### src/rtl/pp_loop_monitor.sv
// Pipelined-loop monitor: tracks iterations in flight, loop completion and protocol errors.
// Optional stall counter is built when PP_LOOP_MON_STALL_EN is defined.
module pp_loop_monitor #(
  parameter int FSM_WIDTH    = 2,
  parameter int CNT_WIDTH    = 16,
  parameter int MAX_INFLIGHT = 8,
  localparam int IW          = $clog2(MAX_INFLIGHT + 1)
) (
  input  logic                 clock,
  input  logic                 reset,
  input  logic [FSM_WIDTH-1:0] cur_state,
  input  logic [FSM_WIDTH-1:0] iter_start_state,
  input  logic [FSM_WIDTH-1:0] iter_end_state,
  input  logic [FSM_WIDTH-1:0] loop_quit_state,
  input  logic                 iter_start_enable,
  input  logic                 iter_start_block,
  input  logic                 iter_end_enable,
  input  logic                 iter_end_block,
  input  logic                 quit_at_end,
  input  logic                 finish,
  input  logic                 clr_err,
  output logic                 loop_active,
  output logic [1:0]           mon_state,
  output logic [IW-1:0]        inflight,
  output logic [CNT_WIDTH-1:0] iter_started,
  output logic [CNT_WIDTH-1:0] iter_ended,
  output logic                 loop_done,
  output logic                 err_overflow,
  output logic                 err_underflow,
  output logic                 err_quit,
  output logic [CNT_WIDTH-1:0] stall_cycles
);

  typedef enum logic [1:0] {
    IDLE  = 2'd0,
    RUN   = 2'd1,
    DRAIN = 2'd2,
    DONE  = 2'd3
  } state_t;

  state_t               state_q, state_d;
  logic                 frozen;
  logic                 s_ev, e_ev, q_ev, s_cnt;
  logic [IW-1:0]        infl_d;
  logic [CNT_WIDTH-1:0] st_d, en_d;
  logic                 set_ov, set_un, set_q;

  function automatic logic [CNT_WIDTH-1:0] sat_inc(
    input logic [CNT_WIDTH-1:0] v
  );
    return (&v) ? v : v + 1'b1;
  endfunction

  assign s_ev = (cur_state == iter_start_state)
              & iter_start_enable & ~iter_start_block;
  assign e_ev = (cur_state == iter_end_state)
              & iter_end_enable & ~iter_end_block;
  assign q_ev = (cur_state == loop_quit_state);

  assign mon_state   = state_q;
  assign loop_active = (state_q == RUN) || (state_q == DRAIN);

  always_comb begin
    state_d = state_q;
    infl_d  = inflight;
    st_d    = iter_started;
    en_d    = iter_ended;
    set_ov  = 1'b0;
    set_un  = 1'b0;
    set_q   = 1'b0;
    s_cnt   = 1'b0;
    unique case (1'b1)
      (state_q == IDLE): begin
        if (s_ev) begin
          state_d = RUN;
          st_d    = CNT_WIDTH'(1);
          en_d    = '0;
          infl_d  = IW'(1);
        end
        if (e_ev) set_un = 1'b1;
      end
      (state_q == RUN), (state_q == DRAIN): begin
        // Starts are only legal while running; in drain they flag a quit error.
        s_cnt = s_ev && (state_q == RUN);
        if (s_ev && state_q == DRAIN) set_q = 1'b1;
        if (s_cnt && e_ev) begin
          st_d = sat_inc(iter_started);
          en_d = sat_inc(iter_ended);
        end else if (s_cnt) begin
          if (inflight == IW'(MAX_INFLIGHT)) set_ov = 1'b1;
          else begin
            st_d   = sat_inc(iter_started);
            infl_d = inflight + 1'b1;
          end
        end else if (e_ev) begin
          if (inflight == '0) set_un = 1'b1;
          else begin
            en_d   = sat_inc(iter_ended);
            infl_d = inflight - 1'b1;
          end
        end
        if (state_q == RUN) begin
          if (q_ev) begin
            state_d = (infl_d == '0) ? DONE : DRAIN;
            if (quit_at_end && (!e_ev || infl_d != '0)) set_q = 1'b1;
          end
        end else if (infl_d == '0) begin
          state_d = DONE;
        end
      end
      (state_q == DONE): state_d = IDLE;
      default: state_d = IDLE;
    endcase
  end

  always_ff @(posedge clock) begin
    if (reset) begin
      state_q       <= IDLE;
      frozen        <= 1'b0;
      inflight      <= '0;
      iter_started  <= '0;
      iter_ended    <= '0;
      loop_done     <= 1'b0;
      err_overflow  <= 1'b0;
      err_underflow <= 1'b0;
      err_quit      <= 1'b0;
    end else begin
      if (finish) frozen <= 1'b1;
      if (finish || frozen) begin
        loop_done <= 1'b0;
      end else begin
        state_q       <= state_d;
        inflight      <= infl_d;
        iter_started  <= st_d;
        iter_ended    <= en_d;
        loop_done     <= (state_d == DONE);
        err_overflow  <= (err_overflow & ~clr_err) | set_ov;
        err_underflow <= (err_underflow & ~clr_err) | set_un;
        err_quit      <= (err_quit & ~clr_err) | set_q;
      end
    end
  end

`ifdef PP_LOOP_MON_STALL_EN
  logic [CNT_WIDTH-1:0] stall_q;

  always_ff @(posedge clock) begin
    if (reset) begin
      stall_q <= '0;
    end else if (!(finish || frozen)) begin
      if (state_q == IDLE && state_d == RUN)
        stall_q <= '0;
      else if (loop_active && (iter_start_block | iter_end_block))
        stall_q <= sat_inc(stall_q);
    end
  end

  assign stall_cycles = stall_q;
`else
  assign stall_cycles = '0;
`endif

endmodule

### config.mk
export PLATFORM = sky130hd
export DESIGN_NAME = pp_loop_monitor
export DESIGN_NICKNAME = d
export VERILOG_FILES = /design/src/rtl/pp_loop_monitor.sv
export SDC_FILE = /design/constraint.sdc
export NUM_CORES = 1
export LEC_CHECK = 0
export CORE_ASPECT_RATIO = 0.6
export CORE_MARGIN = 2
export CORE_UTILIZATION = 51
export DETAILED_ROUTE_END_ITERATION = 12
export PLACE_DENSITY = 0.95
export SYNTH_ARGS = -nofsm -noshare
export SYNTH_HDL_FRONTEND = slang
export SYNTH_SLANG_ARGS = --single-unit
### constraint.sdc
create_clock -name clock -period 6.1 [get_ports clock]
set_clock_uncertainty 0.2 [all_clocks]
set_input_delay 1.83 -clock clock [delete_from_list [all_inputs] [get_ports clock]]
set_output_delay 1.83 -clock clock [all_outputs]
set_load 0.02 [all_outputs]
# Word-level counts from Yosys, hierarchy flattened
# Cells that the tools add are included.
[totals] romBits=0 mem_bits_rw=0 output_inout_bits=59 in_bits=17 n_memories=0 word_cells=102 latch_bits=0 ff_bits=43
[op_classes] shift=0 magnitude_cmp=0 div_mod_pow=0 n_reduce_logical=20 n_mul=0 eq_ne=13 addsub=4 muxes=42 n_bitwise=14
[op_table] operator="2-to-1 mux 16 bit" n=11
[op_table] operator="case mux 16 bit (2 select lines)" n=2
[op_table] operator="adder 16 x 1 -> 16 bit (second input constant)" n=2
[op_table] operator="AND reduction 16 bit" n=2
[op_table] operator="2-to-1 mux 4 bit" n=7
[op_table] operator="2-to-1 mux 1 bit" n=15
[op_table] operator="!= test 3 bit (second input constant)" n=5
[op_table] operator="zero test 4 bit" n=2
[op_table] operator="2-to-1 mux 2 bit" n=4
[op_table] operator="case mux 4 bit (2 select lines)" n=1
[op_table] operator="AND 1 bit" n=7
[op_table] operator="== test 2 bit" n=3
[op_table] operator="AND reduction 6 bit" n=1
[op_table] operator="AND reduction 5 bit" n=1
[op_table] operator="adder 4 x 1 -> 4 bit (second input constant)" n=1
[op_table] operator="== test 2 bit (second input constant)" n=2
[op_table] operator="== test 4 bit (second input constant)" n=1
[op_table] operator="logical AND 1 bit" n=4
[op_table] operator="NOT 1 bit" n=4
[op_table] operator="case mux 2 bit (2 select lines)" n=1
[op_table] operator="nonzero test 4 bit" n=1
[op_table] operator="OR reduction 2 bit" n=2
[op_table] operator="subtractor 4 x 1 -> 4 bit (second input constant)" n=1
[op_table] operator="logical OR 1 bit" n=3
[op_table] operator="8 further kinds" n=10

# Depth between registers and ports, before layout
[logic_depth] word_depth=15 ltp_mapped=11 depth_no_buf=10

# Least setup slack after synthesis
# No wires, ideal clock.
[synth_path] kind="in2reg" from="input iter_start_block" to="register iter_ended[8]" required_time_ns=5.830 path_slack_ns=2.084 cell_stages=8 t_arrival_ns=3.746 cell_sequence="nand2b_1 nor4_2 nor2_1 o31a_2 or3_1 buf_2 or3_1 a21oi_1"
[synth_via] elab_chain_len=6 elab_cells_between_ends=11
[synth_lines] element="start: declaration" line="16" rtl="input logic iter_start_block,"
[synth_lines] element="NOT 1 bit (*)" line="55" rtl="& iter_start_enable & ~iter_start_block;"
[synth_lines] element="AND 1 bit (*)" line="55"
[synth_lines] element="logical AND 1 bit" line="84" rtl="s_cnt = s_ev && (state_q == RUN);"
[synth_lines] element="logical AND 1 bit" line="86" rtl="if (s_cnt && e_ev) begin"
[synth_lines] element="!= test 3 bit (no source line) / 2-to-1 mux 16 bit (equally long branches)"
[synth_lines] element="AND reduction 6 bit (no source line) / case mux 16 bit (2 select lines) (equally long branches)"
[synth_lines] element="end signal: assignment" line="135" rtl="iter_ended <= en_d;"
[synth_lines] element="end: declaration" line="26" rtl="output logic [CNT_WIDTH-1:0] iter_ended,"
# Mark *: on every way between the ends. The rest lies on a longest branch, timed or not.
# A chain may end at the register's enable or synchronous reset.

# Worst setup path after layout
[layout_path] from="input cur_state[0]" to="register loop_done"
[layout_via] elab_chain_len=13 elab_cells_between_ends=21
[layout_lines] element="start: declaration" line="11" rtl="input logic [FSM_WIDTH-1:0] cur_state,"
[layout_lines] element="== test 2 bit (on tied branches)" line="56, 54"
[layout_lines] element="AND 1 bit (on tied branches) (2 in a row)" line="57, 55"
[layout_lines] element="2-to-1 mux 4 bit / logical AND 1 bit (equally long branches)" line="95, 84"
[layout_lines] element="2-to-1 mux 4 bit / logical AND 1 bit (equally long branches)" line="89, 86"
[layout_lines] element="2-to-1 mux 4 bit" line="86"
[layout_lines] element="2-to-1 mux 4 bit" line="72" rtl="unique case (1'b1)"
[layout_lines] element="zero test 4 bit" line="104, 107"
[layout_lines] element="2-to-1 mux 1 bit" line="104" rtl="state_d = (infl_d == '0) ? DONE : DRAIN;"
[layout_lines] element="2-to-1 mux 2 bit" line="103" rtl="if (q_ev) begin"
[layout_lines] element="2-to-1 mux 2 bit" line="102" rtl="if (state_q == RUN) begin"
[layout_lines] element="case mux 2 bit (2 select lines) (*)" line="72"
[layout_lines] element="== test 2 bit (*)" line="136" rtl="loop_done <= (state_d == DONE);"
[layout_lines] element="end signal: assignment" line="136"
[layout_lines] element="end: declaration" line="27" rtl="output logic loop_done,"
# Mark *: on every way between the ends. The rest lies on a longest branch, timed or not. The select of a mux whose other input is x is not followed.

==> metrics <==
outcome complete, no violations; commonest non-fill, non-tap cell in the layout clkdlybuf4s50_1; Seq cells post-synth 43; Rows 19; PortBufs 59; max_slew headroom 50.91%; Critical R2R Capture iter_started[11]; initial drt markers 202; critical path class primary input to flop; Post-CTS Hold Buffers 0; postcts setup bufs 0; drt total wl 6.237 mm; DIE WIDTH 94.70 um; Synth Cell Area 0.002517 mm^2; RD Place Congestion 0.9898; crit path DAT 4490 ps; number of gates resized after cts 0; DRC errors left 0; Final Cell Area 0.003174 mm^2; Seq/Total Area, Yosys 34.19%; CTS tree built; Reg2Reg Launch Point mon_state[0]; Cell Count Post-Placement 427; nets@finish 396; crit path launch cur_state[0]; RSZ-0062 raised after global routing no; Worst Path Required 6100 ps; first-pass GRT wire length 10.33 mm; Max clock buf depth 2; largest net degree at the start of global routing 17; vias in the first global route 2,227; worst vdd ir 0.0001239 V; Die Y-Extent 58.42 um; total track usage 23.53%; crit share post-route 73.46%; Critical Path Sink loop_done; Setup TNS 0 ps; Slew @ Worst Pin 730.1 ps; diodes inserted 0; core area 0.004659 mm^2; Syn-to-layout area delta 26.09%; crit path max fanout 5; max-cap check violation count 0; initial antenna violation count 0; I/O pin cnt 76; H-Tree Depth 2; # fillers 375; Critical Path Start Type primary input; Fin. Hold Viols 0; Crit. End Element flop; Via density 5.604; reg2reg path depth 10; remaining global-route overflow 0; Yosys warnings 0; syn_area_per_cell 7.992 um^2; drt pass-1 iters 5; Cell Area, Placed 0.003087 mm^2; leading cell types in the layout, fill and taps excluded clkdlybuf4s50_1, nor2_1, dfxtp_1, xor2_1, nand2_1; Layout Cells excl Fill 434; Pleak 0.001113 uW; post-layout util 68.13%; Skew-Pair Late Insertion Delay 290 ps; fin crit period 4481 ps; Mapped Cells 315; total CTS buffers 5; antenna-violating nets left 0; final slew viol count 0; Yosys cell types 49; power per cell area 202.0 mW/mm^2; CTS root buf clkbuf_8; CTS sink cnt 43; initial core utilization 54.03%; Max Clock Freq 0.2232 GHz; detailed-route wire length per cell 14.37 um; r2r setup slk 3060 ps; share of layout cells above drive strength 1 4.852%; Vias 2,432; worst min-delay path category flop to flop; Die Area 0.005532 mm^2; # setup viols final 0; clk slew on worst S/H paths 80 ps; DP HPWL 4.748 mm
==> cell usage after synthesis, drive strengths merged <==
| cell type | count | share of area (%) |
|---|---|---|
| and3 | 2 | 0.50 |
| xnor2 | 12 | 4.2 |
| and4 | 4 | 1.4 |
| a31oi | 3 | 0.75 |
| nor3 | 12 | 2.6 |
| o21a | 2 | 0.60 |
| and2 | 3 | 0.75 |
| a21boi | 1 | 0.45 |
| o211ai | 2 | 0.60 |
| or3 | 8 | 2.0 |
| or2 | 1 | 0.25 |
| nor3b | 1 | 0.30 |
| ha | 8 | 4.0 |
| o31a | 1 | 0.40 |
| conb | 1 | 0.15 |
| o31ai | 1 | 0.30 |
| nor2b | 2 | 0.50 |
| xor2 | 19 | 6.6 |
| nand3 | 16 | 3.2 |
| nor4 | 6 | 2.6 |
| o2111ai | 1 | 0.35 |
| buf | 19 | 5.3 |
| inv | 13 | 1.9 |
| or4 | 1 | 0.45 |
| nand2b | 3 | 0.75 |
| a21oi | 16 | 3.2 |
| a21o | 3 | 0.89 |
| a211o | 1 | 0.35 |
| a211oi | 3 | 1.1 |
| nand2 | 19 | 2.8 |
| nor4b | 1 | 0.35 |
| a22oi | 4 | 1.2 |
| dfxtp | 43 | 34 |
| nand4 | 10 | 2.5 |
| a32oi | 2 | 0.70 |
| a311oi | 1 | 0.35 |
| o21ai | 10 | 2.1 |
| clkbuf | 6 | 0.89 |
| a22o | 1 | 0.35 |
| nor2 | 53 | 8.2 |
==> per-layer routing <==
layer | GRT usage [%] | share of wire, % | wire length (um)
met1 | 33.33 | 48 | 2985
met5 | 0 | 0 | 0
met3 | 6.274 | 8.3 | 518
met4 | 4.969 | 0.61 | 38
met2 | 36.37 | 43 | 2695
==> per-stage QoR <==
stage,power (uW),hold slack (ps),worst slack [ps]
after floorplan,418.3,329.4,2084
after global placement,454.6,241.3,1522
after detailed placement,460.0,257.3,1359
after CTS,641.4,267.8,1675
after global routing,670.9,279.2,1511
final,641.2,273.9,1619
==> final cells by class <==
class | count | area [um^2] | area share, %
inverter | 13 | 48.80 | 1.537
multi-input combinational | 249 | 1508 | 47.50
timing repair buffer | 59 | 590.6 | 18.60
sequential | 43 | 860.8 | 27.12
tap | 63 | 78.83 | 2.483
clock inverter | 1 | 5.005 | 0.1577
clock buffer | 6 | 82.58 | 2.602
==> registers in the layout, summed over array words and instances, names as in the netlist <==
name	cells
iter_started	16
err_quit	1
err_underflow	1
err_overflow	1
iter_ended	16
loop_done	1
frozen	1
mon_state	2
inflight	4
==> cells by family after synthesis <==
kind of cell | Yosys count | synth area share [%]
compound gates | 52 | 13.67
xor+xnor | 31 | 10.79
fa+ha+maj | 8 | 3.976
buf+inv | 38 | 8.151
flops | 43 | 34.20
other cells | 1 | 0.1490
simple gates | 142 | 29.08
==> worst max-delay path, cell delays in order <==
cell and delay, ps:
clkdlybuf4s50_1 510, xor2_1 260, or4_4 560, nor2_4 170
a211o_1 150, nand3_1 190, nor4_4 430, o21ai_2 130
nor4_2 260
==> report_power, final <==
part	internal, uW	leakage [uW]	total, uW	switching (uW)
clock	88.9	0.0000470	184	95.1
sequential	286	0.000347	294	7.96
combinational	58.8	0.000719	164	105
==> how the worst min path moves through the flow <==
| stage | start | to | slack, ps | cells past startpoint |
|---|---|---|---|---|
| after floorplan | err_overflow | err_overflow | 330 | 2 |
| after global placement | err_overflow | err_overflow | 240 | 2 |
| after detailed placement | err_overflow | err_overflow | 260 | 2 |
| after CTS | err_overflow | err_overflow | 270 | 2 |
| after global routing | err_overflow | err_overflow | 280 | 2 |
| final | err_overflow | err_overflow | 270 | 2 |
Power figures use the tool's default switching activity.
